$ cat src/rtl/read_empty_fwft_if.sv
// Output stream of the FIFO read side: head-of-FIFO word with a valid/ready handshake.
//   dout       - head word, held stable while dout_valid & !dout_ready
//   dout_valid - dout carries a valid word
//   dout_ready - consumer accepts; a pop happens on dout_valid & dout_ready
// master: the FIFO read controller. slave: the consumer.
interface read_empty_fwft_if #(
    parameter int unsigned DATA_SIZE = 8
) ();
    logic [DATA_SIZE-1:0] dout;
    logic                 dout_valid;
    logic                 dout_ready;

    modport master (
        output dout,
        output dout_valid,
        input  dout_ready
    );

    modport slave (
        input  dout,
        input  dout_valid,
        output dout_ready
    );
endinterface

$ cat src/rtl/read_empty_fwft.sv
// Read-side controller of a dual-clock async FIFO.
// Synchronises the write-domain gray pointer into rclk, maintains the read binary/gray pointers,
// produces registered empty / almost-empty / level flags, and prefetches words from a
// synchronous-read dual-port RAM into a 2-entry first-word-fall-through output buffer.
// Ports:
//   rclk, rreset_n   - read clock, asynchronous active-low reset
//   wptr_i           - write pointer (gray, wclk domain)
//   rptr_o           - read pointer (gray, registered) for the write-domain full logic
//   raddr_o, ren_o   - RAM read address (registered) and read enable
//   mem_rdata_i      - RAM read data, valid the cycle after ren_o
//   rempty_o         - no unfetched word in RAM
//   ralmost_empty_o  - rlevel_o <= AE_THRESH
//   rlevel_o         - unfetched words in RAM (output buffer not included)
//   out_if           - output stream (dout / dout_valid / dout_ready)
module read_empty_fwft #(
    parameter int unsigned ADDRESS_SIZE = 4,
    parameter int unsigned DATA_SIZE    = 8,
    parameter int unsigned SYNC_STAGES  = 2,
    parameter int unsigned AE_THRESH    = 1
) (
    input  logic                    rclk,
    input  logic                    rreset_n,
    input  logic [ADDRESS_SIZE:0]   wptr_i,
    output logic [ADDRESS_SIZE:0]   rptr_o,
    output logic [ADDRESS_SIZE-1:0] raddr_o,
    output logic                    ren_o,
    input  logic [DATA_SIZE-1:0]    mem_rdata_i,
    output logic                    rempty_o,
    output logic                    ralmost_empty_o,
    output logic [ADDRESS_SIZE:0]   rlevel_o,
    read_empty_fwft_if.master       out_if
);

    localparam int unsigned PtrW = ADDRESS_SIZE + 1;
    typedef logic [PtrW-1:0] ptr_t;

    localparam ptr_t AeThresh = ptr_t'(AE_THRESH);

    // ------------------------------------------------------------------
    // Write-pointer synchroniser
    // ------------------------------------------------------------------
    ptr_t sync_q [SYNC_STAGES];
    ptr_t wq;
    ptr_t wbin_s;

    always_ff @(posedge rclk or negedge rreset_n) begin
        if (!rreset_n) begin
            for (int i = 0; i < int'(SYNC_STAGES); i++) begin
                sync_q[i] <= '0;
            end
        end else begin
            sync_q[0] <= wptr_i;
            for (int i = 1; i < int'(SYNC_STAGES); i++) begin
                sync_q[i] <= sync_q[i-1];
            end
        end
    end

    assign wq = sync_q[SYNC_STAGES-1];

    // Gray to binary: bit i is the XOR of all gray bits at or above i.
    always_comb begin
        wbin_s = '0;
        for (int i = 0; i < int'(PtrW); i++) begin
            wbin_s[i] = ^(wq >> i);
        end
    end

    // ------------------------------------------------------------------
    // Read pointer and flags
    // ------------------------------------------------------------------
    ptr_t                    rbin_q;
    ptr_t                    rptr_q;
    logic [ADDRESS_SIZE-1:0] raddr_q;
    logic                    rempty_q;
    logic                    ralmost_empty_q;
    ptr_t                    rlevel_q;

    ptr_t rbin_next;
    ptr_t rgray_next;
    ptr_t level_next;

    // Output buffer state
    logic [DATA_SIZE-1:0] head_q, head_d;
    logic [DATA_SIZE-1:0] skid_q, skid_d;
    logic [1:0]           occ_q, occ_d;
    logic                 inflight_q;

    logic       pop;
    logic       ren;
    logic [2:0] pending;

    assign pop = (occ_q != 2'd0) & out_if.dout_ready;

    // Words that will sit in the buffer after this edge if nothing new is fetched. A fetch is only
    // issued when that leaves room for the word arriving one cycle later.
    assign pending = {1'b0, occ_q} + {2'b00, inflight_q} - {2'b00, pop};
    assign ren     = !rempty_q && (pending < 3'd2);

    assign rbin_next  = rbin_q + ptr_t'(ren);
    assign rgray_next = (rbin_next >> 1) ^ rbin_next;
    // Level is measured against the synchronised (stale) write pointer, so it can only understate.
    assign level_next = wbin_s - rbin_next;

    always_ff @(posedge rclk or negedge rreset_n) begin
        if (!rreset_n) begin
            rbin_q          <= '0;
            rptr_q          <= '0;
            raddr_q         <= '0;
            rempty_q        <= 1'b1;
            ralmost_empty_q <= 1'b1;
            rlevel_q        <= '0;
        end else begin
            rbin_q          <= rbin_next;
            rptr_q          <= rgray_next;
            raddr_q         <= rbin_next[ADDRESS_SIZE-1:0];
            rempty_q        <= (rgray_next == wq);
            ralmost_empty_q <= (level_next <= AeThresh);
            rlevel_q        <= level_next;
        end
    end

    // ------------------------------------------------------------------
    // Two-entry FWFT output buffer: head is what the consumer sees, skid catches the word that
    // was already in flight when the consumer stalled.
    // ------------------------------------------------------------------
    always_comb begin
        head_d = head_q;
        skid_d = skid_q;
        occ_d  = occ_q;
        case ({inflight_q, pop})
            2'b10: begin
                if (occ_q == 2'd0) begin
                    head_d = mem_rdata_i;
                    occ_d  = 2'd1;
                end else begin
                    skid_d = mem_rdata_i;
                    occ_d  = 2'd2;
                end
            end
            2'b01: begin
                head_d = skid_q;
                occ_d  = occ_q - 2'd1;
            end
            2'b11: begin
                // Pop and arrival together: occupancy unchanged, no bubble.
                if (occ_q == 2'd2) begin
                    head_d = skid_q;
                    skid_d = mem_rdata_i;
                end else begin
                    head_d = mem_rdata_i;
                end
            end
            default: begin
            end
        endcase
    end

    always_ff @(posedge rclk or negedge rreset_n) begin
        if (!rreset_n) begin
            head_q     <= '0;
            skid_q     <= '0;
            occ_q      <= 2'd0;
            inflight_q <= 1'b0;
        end else begin
            head_q     <= head_d;
            skid_q     <= skid_d;
            occ_q      <= occ_d;
            inflight_q <= ren;
        end
    end

    // ------------------------------------------------------------------
    // Outputs
    // ------------------------------------------------------------------
    assign rptr_o            = rptr_q;
    assign raddr_o           = raddr_q;
    assign ren_o             = ren;
    assign rempty_o          = rempty_q;
    assign ralmost_empty_o   = ralmost_empty_q;
    assign rlevel_o          = rlevel_q;
    assign out_if.dout       = head_q;
    assign out_if.dout_valid = (occ_q != 2'd0);

    // Buffer must never be asked to hold a third word.
    a_no_overflow: assert property (@(posedge rclk) disable iff (!rreset_n)
        !(inflight_q && !pop && (occ_q == 2'd2)));
    a_occ_range: assert property (@(posedge rclk) disable iff (!rreset_n) occ_q <= 2'd2);

endmodule

$ cat src/flat_wrapper.sv
// flat-port wrapper written by rule: the top's interface ports become plain ports
module read_empty_fwft_flat 
#(
    parameter int unsigned ADDRESS_SIZE = 4,
    parameter int unsigned DATA_SIZE    = 8,
    parameter int unsigned SYNC_STAGES  = 2,
    parameter int unsigned AE_THRESH    = 1
)
  (rclk, rreset_n, wptr_i, rptr_o, raddr_o, ren_o, mem_rdata_i, rempty_o, ralmost_empty_o, rlevel_o, out_if_dout, out_if_dout_valid, out_if_dout_ready);
  read_empty_fwft_if #(.DATA_SIZE(DATA_SIZE)) out_if_i ();
  input  logic rclk;
  input  logic rreset_n;
  input  logic [ADDRESS_SIZE:0] wptr_i;
  output logic [ADDRESS_SIZE:0] rptr_o;
  output logic [ADDRESS_SIZE-1:0] raddr_o;
  output logic ren_o;
  input  logic [DATA_SIZE-1:0] mem_rdata_i;
  output logic rempty_o;
  output logic ralmost_empty_o;
  output logic [ADDRESS_SIZE:0] rlevel_o;
  output wire logic [$bits(out_if_i.dout)-1:0] out_if_dout;
  output wire logic [$bits(out_if_i.dout_valid)-1:0] out_if_dout_valid;
  input wire logic [$bits(out_if_i.dout_ready)-1:0] out_if_dout_ready;
  assign out_if_dout = out_if_i.dout;
  assign out_if_dout_valid = out_if_i.dout_valid;
  assign out_if_i.dout_ready = out_if_dout_ready;
  read_empty_fwft #(.ADDRESS_SIZE(ADDRESS_SIZE), .DATA_SIZE(DATA_SIZE), .SYNC_STAGES(SYNC_STAGES), .AE_THRESH(AE_THRESH)) u_core (.rclk(rclk), .rreset_n(rreset_n), .wptr_i(wptr_i), .rptr_o(rptr_o), .raddr_o(raddr_o), .ren_o(ren_o), .mem_rdata_i(mem_rdata_i), .rempty_o(rempty_o), .ralmost_empty_o(ralmost_empty_o), .rlevel_o(rlevel_o), .out_if(out_if_i));
endmodule
$ cat config.mk
export PLATFORM = sky130hd
export DESIGN_NAME = read_empty_fwft_flat
export DESIGN_NICKNAME = d
export VERILOG_FILES = /design/src/rtl/read_empty_fwft_if.sv /design/src/rtl/read_empty_fwft.sv /design/src/flat_wrapper.sv
export SDC_FILE = /design/constraint.sdc
export NUM_CORES = 1
export LEC_CHECK = 0
export CAP_MARGIN = 0
export CORE_MARGIN = 8
export CORE_UTILIZATION = 50
export DETAILED_ROUTE_END_ITERATION = 6
export PLACE_DENSITY = 0.79
export SYNTH_ARGS = -nofsm -noshare
export SYNTH_HDL_FRONTEND = slang
export SYNTH_SLANG_ARGS = --single-unit
$ cat constraint.sdc
create_clock -name rclk -period 6.2 [get_ports rclk]
set_input_delay 0.62 -clock rclk [delete_from_list [all_inputs] [get_ports rclk]]
set_output_delay 0.62 -clock rclk [all_outputs]
set_load 0.03 [all_outputs]
## Yosys cells after proc, flatten, opt, wreduce, memory -nomap -nowiden

Index checks and enable logic that the tools add are counted.

- Output and inout port bits: 26
- Bits in writable memories: 0
- Memories kept: 0
- Bits in read-only memories: 0
- Latch bits: 0
- Logic and storage cells: 51
- Register bits after elaboration: 50

- Magnitude comparators: 2
- $mul: 0
- Shift operators: 0
- Equal/unequal tests: 8
- Divide/modulo/power cells: 0
- Add/sub/neg operators: 5
- Muxes and demuxes: 8
- Reduce and logical (&&, ||, !) cells: 14
- Bitwise gates (word level): 2

Operators with widths:

| kind | count |
|---|---|
| 2-to-1 mux 8 bit | 4 |
| XOR reduction 5 bit | 5 |
| case mux 8 bit (3 select lines) | 1 |
| case mux 8 bit (2 select lines) | 1 |
| == test 2 bit (second input constant) | 3 |
| nonzero test 2 bit | 3 |
| adder 5 x 1 -> 5 bit | 1 |
| == test 5 bit | 1 |
| less-or-equal comparator 5 x 1 -> 1 bit (second input constant) | 1 |
| subtractor 5 bit | 1 |
| bitwise XOR 4 x 5 -> 5 bit | 1 |
| != test 2 x 1 -> 1 bit (second input constant) | 2 |
| case mux 2 bit (2 select lines) | 1 |
| adder 2 x 1 -> 3 bit | 1 |
| less-than comparator 3 x 2 -> 1 bit (second input constant) | 1 |
| AND reduction 3 bit | 1 |
| nonzero test 3 bit | 1 |
| subtractor 3 x 1 -> 3 bit | 1 |
| == test 2 x 1 -> 1 bit (second input constant) | 1 |
| zero test 2 bit | 1 |
| 2-to-1 mux 2 bit | 1 |
| != test 2 bit (second input constant) | 1 |
| AND reduction 2 bit | 1 |
| subtractor 2 x 1 -> 2 bit (second input constant) | 1 |
| 3 further kinds | 3 |

## Longest topological paths before layout

- Depth after elaboration: 8
- Mapped depth: 19

## Worst setup path before layout

OpenSTA, ideal clock, no wires.

- Path type: register -> register
- From: reg u_core.occ_q[1]
- To: reg u_core.rlevel_q[4] (netlist: u_core.rlevel_o[4])
- Arrival: 4.582 ns
- Period minus slack after synthesis: 4.709 ns
- Cell stages (with the launch flop): 18
- Path slack: 1.491 ns
- Cell sequence: dfrtp_1 -> inv_1 -> ha_1 -> inv_1 -> nand2_1 -> nor2_1 -> o21ai_0 -> fa_1 -> xor2_1 -> nor3b_1 -> ha_1 -> ha_1 -> xnor2_1 -> ha_1 -> inv_1 -> o31a_1 -> o211a_1 -> or2_2

- Longest elaborated chain between the ends: 7
- Elaborated cells between the ends (all ways): 8
- Classes of those cells: add/sub: 4; order compare: 1; bitwise: 1; reduce/logical: 2

RTL lines:

| what | RTL line | RTL |
|---|---|---|
| start: declaration | read_empty_fwft.sv:86 | `logic [1:0] occ_q, occ_d;` |
| start signal: assignment | read_empty_fwft.sv:163 | `occ_q <= 2'd0;` |
| start signal: assignment | read_empty_fwft.sv:168 | `occ_q <= occ_d;` |
| nonzero test 2 bit | -- |  |
| net out_if_dout_valid | flat_wrapper.sv:22 | `output wire logic [$bits(out_if_i.dout_valid)-1:0] out_if_dout_valid;` |
| AND 1 bit | read_empty_fwft.sv:93 | `assign pop = (occ_q != 2'd0) & out_if.dout_ready;` |
| subtractor 3 x 1 -> 3 bit | read_empty_fwft.sv:97 | `assign pending = {1'b0, occ_q} + {2'b00, inflight_q} - {2'b00, pop};` |
| less-than comparator 3 x 2 -> 1 bit | read_empty_fwft.sv:98 | `assign ren = !rempty_q && (pending < 3'd2);` |
| logical AND 1 bit | read_empty_fwft.sv:98 |  |
| net ren_o | flat_wrapper.sv:16 | `output logic ren_o;` |
| adder 5 x 1 -> 5 bit | read_empty_fwft.sv:100 | `assign rbin_next = rbin_q + ptr_t'(ren);` |
| subtractor 5 bit | read_empty_fwft.sv:103 | `assign level_next = wbin_s - rbin_next;` |
| net u_core.level_next[4] | read_empty_fwft.sv:81 | `ptr_t level_next;` |
| end signal: assignment | read_empty_fwft.sv:119 | `rlevel_q <= level_next;` |
| end: declaration | read_empty_fwft.sv:77 | `ptr_t rlevel_q;` |

The timed path passes the listed nets, and every way through them passes these cells.
A chain may end at the register's enable or synchronous reset.

## Worst setup path after layout

- From: reg u_core.occ_q[0]
- To: reg u_core.ralmost_empty_q (netlist: u_core.ralmost_empty_o)

- Longest elaborated chain between the ends: 8
- Elaborated cells between the ends (all ways): 9
- Classes of those cells: add/sub: 4; order compare: 2; bitwise: 1; reduce/logical: 2

RTL lines:

| what | RTL line | RTL |
|---|---|---|
| parallel branches: the longest is 2 deep, another holds adder 2 x 1 -> 3 bit | -- |  |
| subtractor 3 x 1 -> 3 bit (*) | read_empty_fwft.sv:97 |  |
| less-than comparator 3 x 2 -> 1 bit (*) | read_empty_fwft.sv:98 |  |
| logical AND 1 bit (*) | read_empty_fwft.sv:98 |  |
| adder 5 x 1 -> 5 bit (*) | read_empty_fwft.sv:100 |  |
| subtractor 5 bit (*) | read_empty_fwft.sv:103 |  |
| net u_core.level_next[3] | read_empty_fwft.sv:81 |  |
| less-or-equal comparator 5 x 1 -> 1 bit (*) | read_empty_fwft.sv:118 | `ralmost_empty_q <= (level_next <= AeThresh);` |
| end signal: assignment | read_empty_fwft.sv:118 |  |
| end: declaration | read_empty_fwft.sv:76 | `logic ralmost_empty_q;` |

Mark *: on every way through the listed nets, which the timed path passes.

==> out/results.ini <==
[status]
outcome=finished clean

[sta]
finalHoldViolCount=0
worst_pin_slew_ns=1.02
finalSetupTns_ns=0
finalSetupViolCount=0
layout_setup_ws_ns=1.88
relSlewSlack=0.323
fin_crit_ns=4.32
grt_setup_unrepaired=no
fin_skew_ns=0.00356
max_clock_freq_ghz=0.231
period_share=0.698
slew_viol_final=0

[die]
pin_count=42
die_w_um=79.2
die_area_um2=6270
initial_core_util=0.510
rows=23
dieHeight_um=79.2
core_area_um2=3910

[clock_network]
cts_resized=0
clock_tree.root_cell=clkbuf_8
cts_buffer_depth=2
clk_latency_ns=0.29
cts_buffers=5
clkSinkCount=45
post-cts-setup-buffers=0
path_clk_slew_ns=0.08
h-tree-depth=2
cts_tree=done
cts-hold-fix-buffers=0

[placed_design]
port_buffers=41
routabilityCongestion=0.932
place_ws_ns=1.64
hpwl_um=3060
placed_cells=256

[synth]
yosys_register_bits=45
ys_seq_area_frac=0.566
synth_warnings=0
synth.area.top_cells=dfrtp_1, xnor2_1, ha_1
syn_area_um2=1990
avgSynthCellArea_um2=11.9
synth_top_area_frac=0.540
synthDistinctLibCells=28
syn_inst=167
yosys.area.top_type=dfrtp_1
syn_nets=193

[grt]
grt_util_all_layers=0.134
grt_max_degree=46
grt_pass1_wl_um=6710
grt_overflow=0
antenna_found_initial=0
grt_pass1_vias=1491

[cells_and_area]
layout-drive-gt1-share=0.108
mostFrequentLayoutCell=dfrtp_1
fin_nets=239
antennaDiodeCount=0
layoutNonFillerInstCount=263
areaGrowthSynthToFinish_pct=28.3
final_cell_mix=dfrtp_1, clkdlybuf4s50_1, nand2_1

[drt]
viasPerCell=5.32
avgRoutedWirePerCell_um=15.1
totalWireLength_um=3980
drt_iter0_drc=124
drtAntennaViolNets=0
drtPass1Iterations=5
drc=0
vias=1399

[worst_setup_path]
cpPeakStageDelay_ns=0.45
arrival_ns=4.52
crit_type=register to register
critical_path_required_ns=6.39
cp_max_fo=5
crit_chain=inv_1 -> ha_1 -> inv_1 -> nand2_1 -> inv_1 -> nor2_1 -> o21ai_0 -> fa_1 -> xor2_1 -> nor3b_1 -> ha_1 -> ha_1 -> xnor2_1 -> ha_1 -> inv_1 -> nor3_1 -> a311oi_2 -> xnor2_1 -> nor4_1
worst-path-buf-inv=4
regToRegSetupSlack_ns=1.88
worst_setup_path_start_kind=register
slowest_stage=fa_1
endpoint_kind=register
critPathTopFamily=adder cells

[pwr]
p_leak_nw=1.12
ir_worst_vdd_v=0.000279
powerDensity_nw_per_um2=654
power_mw=1.67

[min_path]
hp-class=register to register

[flow_run]
max_cap_viol_count=0

==> flip-flops by register name (all words and copies together) (netlist names) <==
name	count
u_core.out_if.dout	8
u_core.skid_q	8
u_core.rbin_q	5
u_core.rlevel_o	5
u_core.sync_q	5
u_core.wq	5
u_core.rptr_o	4
u_core.occ_q	2
u_core.inflight_q	1
u_core.ralmost_empty_o	1
u_core.rempty_o	1
==> Yosys cell counts, drive strengths merged <==
master  instances
a21oi           4
a22oi           8
a311oi          2
a31o            2
and3            2
clkbuf          2
dfrtp          43
dfstp           2
fa              1
ha              9
inv            11
mux2            8
mux2i           2
nand2          17
nand3           3
nor2            5
nor3            3
nor3b           1
nor4            1
o211a           1
o21ai          13
o31a            1
or2             1
or3             1
xnor2          13
xor2           11
==> per-stage QoR <==
| stage | cell area, µm² | utilization | hold slack [ns] |
|---|---|---|---|
| after detailed placement | 2450 | 0.627 | 0.336 |
| after floorplan | 1990 | - | 0.324 |
| after global routing | 2560 | 0.654 | 0.370 |
| after CTS | 2560 | 0.654 | 0.353 |
| final | 2560 | 0.654 | 0.351 |
| after global placement | 2450 | 0.627 | 0.331 |
==> worst paths after layout <==
path                             startpoint  depth (start not counted)                     end
max                         u_core.occ_q[0]                         19  u_core.ralmost_empty_o
min                        u_core.sync_q[5]                          0            u_core.wq[0]
max reg2reg                 u_core.occ_q[0]                         19  u_core.ralmost_empty_o
min reg2reg                u_core.sync_q[5]                          0            u_core.wq[0]
max in group asynchronous          rreset_n                          1            u_core.wq[4]
min in group asynchronous          rreset_n                          1        u_core.sync_q[6]
==> power by group <==
group          internal (mW)  switching [mW]
logic                  0.418           0.560
registers              0.422          0.0659
clock network          0.117          0.0902
==> metal layers <==
| layer | vias to the layer above | GRT usage | wire length, µm |
|---|---|---|---|
| li1 | 662 | - | - |
| met1 | 684 | 0.149 | 1650 |
| met2 | 45 | 0.225 | 1980 |
| met3 | 8 | 0.0485 | 276 |
| met4 | 0 | 0.0611 | 72 |
| met5 | - | 0 | 0 |
==> logic make-up after synthesis <==
logic type,synth area share
flip-flops,0.566
AND/OR/NAND/NOR,0.0759
AO/OA/AOI/OAI,0.103
XOR/XNOR,0.109
buffers and inverters,0.0245
multiplexers,0.0552
adder cells (fa/ha/maj),0.0665
==> final cells by class <==
| type | instances | area, µm² |
|---|---|---|
| clock buffers | 5 | 68.8 |
| fillers | 311 | 1360 |
| repair buffers | 41 | 405 |
| flip-flops and latches | 45 | 1130 |
| clock inverters | 2 | 35.0 |
| inverters | 11 | 41.3 |
| multi-input cells | 109 | 817 |
| well taps | 50 | 62.6 |
==> worst register-to-register path, stage by stage (launching register included) <==
cell	delay, ns
dfrtp_1	0.41
inv_1	0.12
ha_1	0.24
inv_1	0.08
nand2_1	0.11
inv_1	0.10
nor2_1	0.09
o21ai_0	0.11
fa_1	0.45
xor2_1	0.17
nor3b_1	0.34
ha_1	0.25
ha_1	0.19
xnor2_1	0.27
ha_1	0.38
inv_1	0.13
nor3_1	0.07
a311oi_2	0.28
xnor2_1	0.14
nor4_1	0.30
Power figures use the tool's default switching activity.
